**config.mk**
```make
export PLATFORM = sky130hd
export DESIGN_NAME = fifo_half_duplex_uart
export DESIGN_NICKNAME = d
export VERILOG_FILES = /design/src/rtl/fifo_half_duplex_uart.sv
export SDC_FILE = /design/constraint.sdc
export NUM_CORES = 1
export LEC_CHECK = 0
export CORE_UTILIZATION = 50
export DETAILED_ROUTE_END_ITERATION = 8
export GPL_TIMING_DRIVEN = 0
export HOLD_SLACK_MARGIN = 0.06
export PLACE_DENSITY = 0.73
export SYNTH_ARGS = -nofsm -noshare
export SYNTH_HDL_FRONTEND = slang
export SYNTH_SLANG_ARGS = --single-unit
export TNS_END_PERCENT = 100
```
**constraint.sdc**
```tcl
create_clock -name clk -period 3.72 [get_ports clk]
set_input_delay 0.744 -clock clk [delete_from_list [all_inputs] [get_ports clk]]
set_output_delay 0.744 -clock clk [all_outputs]
set_load 0.1 [all_outputs]
```
**src/rtl/fifo_half_duplex_uart.sv**
```systemverilog
// Half-duplex ISO7816 UART: one shared line, TX and RX FIFOs, self-timed bit clock.
// Define T0_ERROR_SIGNAL_EN to enable T=0 error signalling and character repetition.

module UartFifo #(
    parameter int WIDTH      = 8,
    parameter int ADDR_WIDTH = 3
) (
    input  logic             clk,
    input  logic             nReset,
    input  logic             push,
    input  logic [WIDTH-1:0] pushData,
    input  logic             pop,
    output logic [WIDTH-1:0] headData,
    output logic             full,
    output logic             empty
);
    logic [WIDTH-1:0]    mem [2**ADDR_WIDTH];
    logic [ADDR_WIDTH:0] wrPtr;
    logic [ADDR_WIDTH:0] rdPtr;
    logic                doPush;
    logic                doPop;

    assign empty    = (wrPtr == rdPtr);
    assign full     = (wrPtr[ADDR_WIDTH] != rdPtr[ADDR_WIDTH]) &&
                      (wrPtr[ADDR_WIDTH-1:0] == rdPtr[ADDR_WIDTH-1:0]);
    assign doPop    = pop && !empty;
    // A pop frees the head slot in the same cycle, so a push alongside it is accepted even when full.
    assign doPush   = push && (!full || doPop);
    assign headData = mem[rdPtr[ADDR_WIDTH-1:0]];

    always_ff @(posedge clk) begin
        if (doPush) mem[wrPtr[ADDR_WIDTH-1:0]] <= pushData;
    end

    always_ff @(posedge clk) begin
        if (!nReset) begin
            wrPtr <= '0;
            rdPtr <= '0;
        end else begin
            if (doPush) wrPtr <= wrPtr + 1'b1;
            if (doPop)  rdPtr <= rdPtr + 1'b1;
        end
    end
endmodule

module fifo_half_duplex_uart #(
    parameter int DATA_WIDTH          = 8,
    parameter int FIFO_DEPTH_LOG2     = 3,
    parameter int CLOCK_PER_BIT_WIDTH = 13,
    parameter int MAX_RETRIES         = 4
) (
    input  logic                           clk,
    input  logic                           nReset,
    input  logic                           serialIn,
    output logic                           serialOut,
    output logic                           isTx,
    input  logic [CLOCK_PER_BIT_WIDTH-1:0] clocksPerBit,
    input  logic                           stopBit2,
    input  logic                           oddParity,
    input  logic                           msbFirst,
    input  logic [DATA_WIDTH-1:0]          txData,
    input  logic                           txWrite,
    output logic                           txFull,
    output logic                           txEmpty,
    output logic [DATA_WIDTH-1:0]          rxData,
    input  logic                           rxRead,
    output logic                           rxEmpty,
    output logic                           rxOverrun,
    output logic                           frameError,
    output logic                           parityError,
    output logic                           txError,
    input  logic                           ackFlags,
    output logic                           busy
);
    localparam int IW = (DATA_WIDTH > 1) ? $clog2(DATA_WIDTH) : 1;
    localparam int CW = CLOCK_PER_BIT_WIDTH;

    typedef enum logic [3:0] {
        IDLE, RX_START, RX_DATA, RX_PARITY, RX_STOP,
        TX_START, TX_DATA, TX_PARITY, TX_STOP, ERR_SIG, TX_GUARD
    } uartState_t;

    uartState_t            state, stateNext;
    logic [CW-1:0]         bitCount, bitCountNext;
    logic [CW-1:0]         cpbReg, cpbNext;
    logic [IW-1:0]         bitIdx, bitIdxNext;
    logic [IW-1:0]         dataPos;
    logic                  phase, phaseNext;
    logic                  cfgStop2, stop2Next;
    logic                  cfgOdd, oddNext;
    logic                  cfgMsb, msbNext;
    logic [DATA_WIDTH-1:0] txShift, txShiftNext;
    logic [DATA_WIDTH-1:0] rxShift, rxShiftNext;
    logic                  parityBad, parityBadNext;
    logic [1:0]            syncReg;
    logic                  rxLine;
    logic                  bitDone;
    logic                  midPoint;
    logic                  txPop, rxPush;
    logic                  setFrame, setParity, setOverrun, setTxError;
    logic [DATA_WIDTH-1:0] txHead;
    logic                  txFifoEmpty;
    logic                  rxFull;
    logic                  rxCanPush;
`ifdef T0_ERROR_SIGNAL_EN
    localparam int RW = $clog2(MAX_RETRIES + 1);
    logic [RW-1:0]         retryCount, retryNext;
    logic                  txErrorReg;
`endif

    UartFifo #(.WIDTH(DATA_WIDTH), .ADDR_WIDTH(FIFO_DEPTH_LOG2)) txFifo (
        .clk(clk), .nReset(nReset), .push(txWrite), .pushData(txData), .pop(txPop),
        .headData(txHead), .full(txFull), .empty(txFifoEmpty)
    );

    UartFifo #(.WIDTH(DATA_WIDTH), .ADDR_WIDTH(FIFO_DEPTH_LOG2)) rxFifo (
        .clk(clk), .nReset(nReset), .push(rxPush), .pushData(rxShift), .pop(rxRead),
        .headData(rxData), .full(rxFull), .empty(rxEmpty)
    );

    assign rxLine    = syncReg[1];
    assign bitDone   = (bitCount == cpbReg - 1'b1);
    assign midPoint  = (bitCount == (cpbReg >> 1));
    assign dataPos   = cfgMsb ? (IW'(DATA_WIDTH - 1) - bitIdx) : bitIdx;
    assign rxCanPush = !rxFull || (rxRead && !rxEmpty);
    assign busy      = (state != IDLE);
    assign txEmpty   = txFifoEmpty && !(state inside {TX_START, TX_DATA, TX_PARITY, TX_STOP, TX_GUARD});

    // Our own transmission is masked out of the synchroniser so it never echoes back as a start bit.
    always_ff @(posedge clk) begin
        if (!nReset) syncReg <= 2'b11;
        else         syncReg <= {syncReg[0], isTx ? 1'b1 : serialIn};
    end

    always_ff @(posedge clk) begin
        if (!nReset) begin
            state     <= IDLE;
            bitCount  <= '0;
            cpbReg    <= '0;
            bitIdx    <= '0;
            phase     <= 1'b0;
            cfgStop2  <= 1'b0;
            cfgOdd    <= 1'b0;
            cfgMsb    <= 1'b0;
            txShift   <= '0;
            rxShift   <= '0;
            parityBad <= 1'b0;
        end else begin
            state     <= stateNext;
            bitCount  <= bitCountNext;
            cpbReg    <= cpbNext;
            bitIdx    <= bitIdxNext;
            phase     <= phaseNext;
            cfgStop2  <= stop2Next;
            cfgOdd    <= oddNext;
            cfgMsb    <= msbNext;
            txShift   <= txShiftNext;
            rxShift   <= rxShiftNext;
            parityBad <= parityBadNext;
        end
    end

    // Sticky flags: a set event in the same cycle as ackFlags wins.
    always_ff @(posedge clk) begin
        if (!nReset) begin
            rxOverrun   <= 1'b0;
            frameError  <= 1'b0;
            parityError <= 1'b0;
        end else begin
            rxOverrun   <= setOverrun | (rxOverrun & ~ackFlags);
            frameError  <= setFrame   | (frameError & ~ackFlags);
            parityError <= setParity  | (parityError & ~ackFlags);
        end
    end

`ifdef T0_ERROR_SIGNAL_EN
    always_ff @(posedge clk) begin
        if (!nReset) begin
            retryCount <= '0;
            txErrorReg <= 1'b0;
        end else begin
            retryCount <= retryNext;
            txErrorReg <= setTxError | (txErrorReg & ~ackFlags);
        end
    end
    assign txError = txErrorReg;
`else
    // Without repetition there is no retry budget to exhaust; this is constant low for any legal MAX_RETRIES.
    assign txError = (MAX_RETRIES < 0);
`endif

    // `phase` selects the second stop bit, the idle half of ERR_SIG, or the second guard bit.
    always_comb begin
        stateNext     = state;
        bitCountNext  = '0;
        cpbNext       = cpbReg;
        bitIdxNext    = bitIdx;
        phaseNext     = phase;
        stop2Next     = cfgStop2;
        oddNext       = cfgOdd;
        msbNext       = cfgMsb;
        txShiftNext   = txShift;
        rxShiftNext   = rxShift;
        parityBadNext = parityBad;
        txPop         = 1'b0;
        rxPush        = 1'b0;
        setFrame      = 1'b0;
        setParity     = 1'b0;
        setOverrun    = 1'b0;
        setTxError    = 1'b0;
        serialOut     = 1'b1;
        isTx          = 1'b0;
`ifdef T0_ERROR_SIGNAL_EN
        retryNext     = retryCount;
`endif
        if (state != IDLE) bitCountNext = bitDone ? '0 : bitCount + 1'b1;

        case (state)
            IDLE: begin
                cpbNext       = clocksPerBit;
                stop2Next     = stopBit2;
                oddNext       = oddParity;
                msbNext       = msbFirst;
                bitIdxNext    = '0;
                phaseNext     = 1'b0;
                parityBadNext = 1'b0;
                // A start bit still inside the synchroniser blocks TX, so a simultaneous RX start wins.
                if (!rxLine) begin
                    stateNext = RX_START;
                end else if (!txFifoEmpty && syncReg[0]) begin
                    stateNext   = TX_START;
                    txShiftNext = txHead;
`ifdef T0_ERROR_SIGNAL_EN
                    retryNext   = '0;
`else
                    txPop       = 1'b1;
`endif
                end
            end
            RX_START: begin
                if (midPoint && rxLine) stateNext = IDLE;
                else if (bitDone)       stateNext = RX_DATA;
            end
            RX_DATA: begin
                if (midPoint) rxShiftNext[dataPos] = rxLine;
                if (bitDone) begin
                    if (bitIdx == IW'(DATA_WIDTH - 1)) begin
                        bitIdxNext = '0;
                        stateNext  = RX_PARITY;
                    end else begin
                        bitIdxNext = bitIdx + 1'b1;
                    end
                end
            end
            RX_PARITY: begin
                if (midPoint) parityBadNext = (rxLine != ((^rxShift) ^ cfgOdd));
                if (bitDone) begin
                    phaseNext = 1'b0;
                    stateNext = RX_STOP;
                end
            end
            RX_STOP: begin
                if (midPoint && !rxLine) setFrame = 1'b1;
                if (bitDone) begin
                    if (cfgStop2 && !phase) begin
                        phaseNext = 1'b1;
                    end else begin
                        stateNext  = IDLE;
                        setParity  = parityBad;
                        rxPush     = rxCanPush;
                        setOverrun = !rxCanPush;
                    end
                end
`ifdef T0_ERROR_SIGNAL_EN
                if (midPoint && !phase && parityBad) begin
                    stateNext    = ERR_SIG;
                    bitCountNext = '0;
                    phaseNext    = 1'b0;
                    setParity    = 1'b1;
                end
`endif
            end
            TX_START: begin
                isTx      = 1'b1;
                serialOut = 1'b0;
                if (bitDone) begin
                    bitIdxNext = '0;
                    stateNext  = TX_DATA;
                end
            end
            TX_DATA: begin
                isTx      = 1'b1;
                serialOut = txShift[dataPos];
                if (bitDone) begin
                    if (bitIdx == IW'(DATA_WIDTH - 1)) begin
                        bitIdxNext = '0;
                        stateNext  = TX_PARITY;
                    end else begin
                        bitIdxNext = bitIdx + 1'b1;
                    end
                end
            end
            TX_PARITY: begin
                isTx      = 1'b1;
                serialOut = (^txShift) ^ cfgOdd;
                if (bitDone) begin
                    phaseNext = 1'b0;
                    stateNext = TX_STOP;
                end
            end
            TX_STOP: begin
                if (bitDone) begin
                    if (cfgStop2 && !phase) begin
                        phaseNext = 1'b1;
                    end else begin
                        stateNext = IDLE;
`ifdef T0_ERROR_SIGNAL_EN
                        txPop     = 1'b1;
`endif
                    end
                end
`ifdef T0_ERROR_SIGNAL_EN
                // The receiver NACKs by holding the line low through the first stop bit.
                if (midPoint && !phase && !rxLine) begin
                    stateNext    = TX_GUARD;
                    bitCountNext = '0;
                    phaseNext    = 1'b0;
                end
`endif
            end
`ifdef T0_ERROR_SIGNAL_EN
            ERR_SIG: begin
                isTx      = !phase;
                serialOut = phase;
                if (bitDone) begin
                    if (!phase) phaseNext = 1'b1;
                    else        stateNext = IDLE;
                end
            end
            TX_GUARD: begin
                if (bitDone) begin
                    if (!phase) begin
                        phaseNext = 1'b1;
                    end else if (retryCount == RW'(MAX_RETRIES)) begin
                        txPop      = 1'b1;
                        setTxError = 1'b1;
                        stateNext  = IDLE;
                    end else begin
                        retryNext  = retryCount + 1'b1;
                        phaseNext  = 1'b0;
                        stateNext  = TX_START;
                    end
                end
            end
`endif
            default: stateNext = IDLE;
        endcase
    end
endmodule
```
==> results.md <==
* Worst-path clk slew at 0.06 ns
* Post-synth EDFFs at 128
* Initial antenna violation count at 0
* Arrival time worst endpoint at 2.82 ns
* Number of diodes at 0
* DP HPWL at 13700 um
* Crit-path leading delay family: buffers and inverters
* Vias in the first global route at 6156
* Full die area at 19200 um^2
* Drt drc at 8
* GRT Max-Usage Layer: met2
* Post-route ant nets at 0
* Crit. End Element: output port
* Worst hold-check path type: flip-flop to flip-flop
* Utilization after layout at 60.3%
* Final TNS setup at 0 ns
* Worst R2R Start: cpbReg[2]
* Final Wtd Congestion at 0.920
* DR vias/cell at 5.70
* Vias at 6088
* Layout cells sized above 1 at 14.3%
* Crit path max fanout at 10
* Total CTS buffers at 22
* Hold Startpoint: parityBad
* Floorplan row count at 49
* Post-Syn Area at 9330 um^2
* Number of DRC markers in iteration 0 at 433
* Die width at 139 um
* Worst path max stage delay at 0.87 ns
* Routed len/inst at 18.3 um
* Worst Tran Pin Value at 1.23 ns
* H-tree depth at 1
* Startpoint Class: flip-flop
* Hold Fails Final Rpt at 0
* Count of cell types in the netlist at 56
* Max transition margin at 17.1%
* Final worst path period need at 3.57 ns
* Initial Util at 51.4%
* Nets@finish at 862
* Status: finished with violations
* All-Layer GR Usage at 20.9%
* Crit-path cells: clkbuf_1 > clkbuf_1 > nor2b_1 > nor2b_2 > clkdlybuf4s15_1
* Max Root-Sink Buffers at 3
* Pin count of the biggest net entering global routing at 15
* Crit path top cell by count: clkbuf_1
* CTS tree: built
* Crit Path Class: flip-flop to output port
* Fmax at 280 MHz
* IO buf count at 45
* Clk Latency, worst-skew pair at 0.50 ns
* Worst EP required at 2.98 ns
* Root Driver: clkbuf_16
* Sequential area share after synthesis at 58.0%
* WHS Path Cells at 2
* Met3 usage at 2.87%
* Post-synth ARST share at 0%
* Yosys Warn Count at 0
* Violated checks: DRC
* Grt met1 use at 26.4%
* Grt met2 use at 37.7%
* Hold EP: parityError
* DRT Pass-1 Iters at 8
* Clk sinks at 206
* Internal reg-to-reg setup slack at 0.23 ns
* Max Cap Viol at 0
* RSZ-0062 raised after global routing: false
* Buffer and inverter count on the worst path at 3
* Synth-to-layout area growth at 17.4%
* Final Cycle Share at 95.9%
* Setup Skew at 0.0104 ns
* Worst R2R Path Depth at 10
* First-pass GRT wire length at 31900 um
* Setup violations, final at 0
* Core area at 18100 um^2
* Leak at 3.76 nW
* Power per cell area at 592 nW/um^2
* Max VDD drop at 510 uV
* CP max stage cell: clkdlybuf4s15_1
* GR Overflow Total at 0
* R2r endpoint: rxFifo.mem[1][7]
* I/O pin count at 48
* Final Max Slew Viols at 0
* Syn avg cell area at 12.4 um^2
* Main synth FF type: edfxtp_1
* Net Count, Synth at 788
* Total Routed Length at 19600 um
* Synth Instances at 750
* Die height at 139 um
* Synthesized flop and latch total at 206
synth_stat cells, drive strengths merged, types with 3 or more instances:
master,number,area (um^2)
dfxtp,78,1560
mux4,32,721
or3,3,18.8
mux2i,26,260
nand3,24,120
ha,8,100
nand4,10,62.6
o21a,4,30.0
a21boi,27,203
nor3,18,90.1
clkbuf,38,144
nand2b,15,93.8
o211a,8,80.1
o21ai,7,35.0
nand2,91,342
and2,14,87.6
and3,8,50.1
buf,11,48.8
a21oi,7,35.0
o22ai,3,18.8
nor4b,3,26.3
edfxtp,128,3840
nor2b,8,50.1
a211oi,3,22.5
nor2,37,139
inv,12,45.0
mux2,9,101
o211ai,3,22.5
nand3b,6,45.0
xnor2,43,377
xor2,31,272
or2,3,18.8
nor4,8,65.1
a31oi,3,18.8
cell type report:
| type | instances | area [um^2] |
|---|---|---|
| Clock buffer | 29 | 628 |
| Buffer | 48 | 194 |
| Inverter | 12 | 45.0 |
| Multi-Input combinational cell | 483 | 3800 |
| Sequential cell | 206 | 5410 |
| Clock inverter | 11 | 80.1 |
| Tap cell | 229 | 287 |
| Fill cell | 1410 | 7200 |
| Timing Repair Buffer | 51 | 509 |
registers in the layout, indices dropped and copies added (netlist names), 2 cells and up, named ones only:
register      cells
syncReg           2
cpbReg           13
txShift           8
rxFifo.wrPtr      4
bitIdx            3
rxFifo.rdPtr      4
rxShift           8
txFifo.mem       64
txFifo.rdPtr      4
txFifo.wrPtr      4
rxFifo.mem       64
state             4
bitCount         13
per-layer routing:
metal / wire [um] / vias up / share of wire (%)
li1: - / 2872 / -
met1: 8220 / 2997 / 42
met2: 9940 / 187 / 51
met3: 1030 / 32 / 5.3
met4: 413 / 0 / 2.1
met5: 0 / - / 0
worst max path at each step:
stage / startpoint / end / cells after the start
floorplan: cpbReg[0] / rxFifo.mem[0][0] / 9
global placement: state[2] / busy / 5
detailed placement: cpbReg[0] / rxFifo.mem[0][3] / 9
CTS: cpbReg[4] / rxFifo.mem[2][7] / 8
global route: bitIdx[2] / serialOut / 9
finish: state[2] / isTx / 5
through the flow:
stage	cells	setup slack (ns)	hold WS [ns]	area (um^2)	total power (W)
after CTS	1064	-0.113	0.477	10900	0.00650
after floorplan	750	0.156	0.434	9330	0.00394
final	1069	0.151	0.477	10900	0.00648
after global routing	1069	0.00382	0.508	10900	0.00676
after detailed placement	1025	-0.808	0.467	10100	0.00439
after global placement	1024	-0.761	0.456	10100	0.00431
report_power, final:
group	switching [W]	total (W)	internal, W	leakage (nW)
sequential	0.000112	0.00264	0.00253	1.81
clock	0.000863	0.00212	0.00126	0.353
combinational	0.00105	0.00172	0.000661	1.60
cell usage in the layout (no fill, tap or decap), types with 9 or more instances in the layout:
master / n
clkdlybuf4s50_1: 31
a21boi_0: 26
and2_1: 13
nand2_1: 91
dfxtp_1: 78
nor2_1: 32
mux2_2: 9
nor3_1: 13
mux2i_1: 26
mux4_2: 32
clkbuf_16: 23
nand4_1: 10
nand3_1: 24
clkbuf_1: 37
xnor2_1: 43
inv_1: 12
buf_1: 9
xor2_1: 31
clkdlybuf4s15_2: 9
edfxtp_1: 128
nand2b_1: 15
tightest hold or removal path, cell delays in order, from the launching register on:
cell and delay, ns:
dfxtp_1 0.31, nand2_1 0.05, o22ai_1 0.06
logic make-up after synthesis:
group           share of synthesized area (%)
other cells                            0.0402
buf+inv                                  2.55
simple gates                             13.4
mux                                      11.6
compound gates                           6.41
fa+ha+maj                                1.07
flops                                    58.0
xor+xnor                                 6.95
what timing repair did:
item                                    CTS  global route
gates resized for setup                  49            21
setup buffers                             0             5
pin swaps                                 1             4
endpoints found under the setup margin   77            71
hold buffers                              0             0
Power figures use the tool's default switching activity.
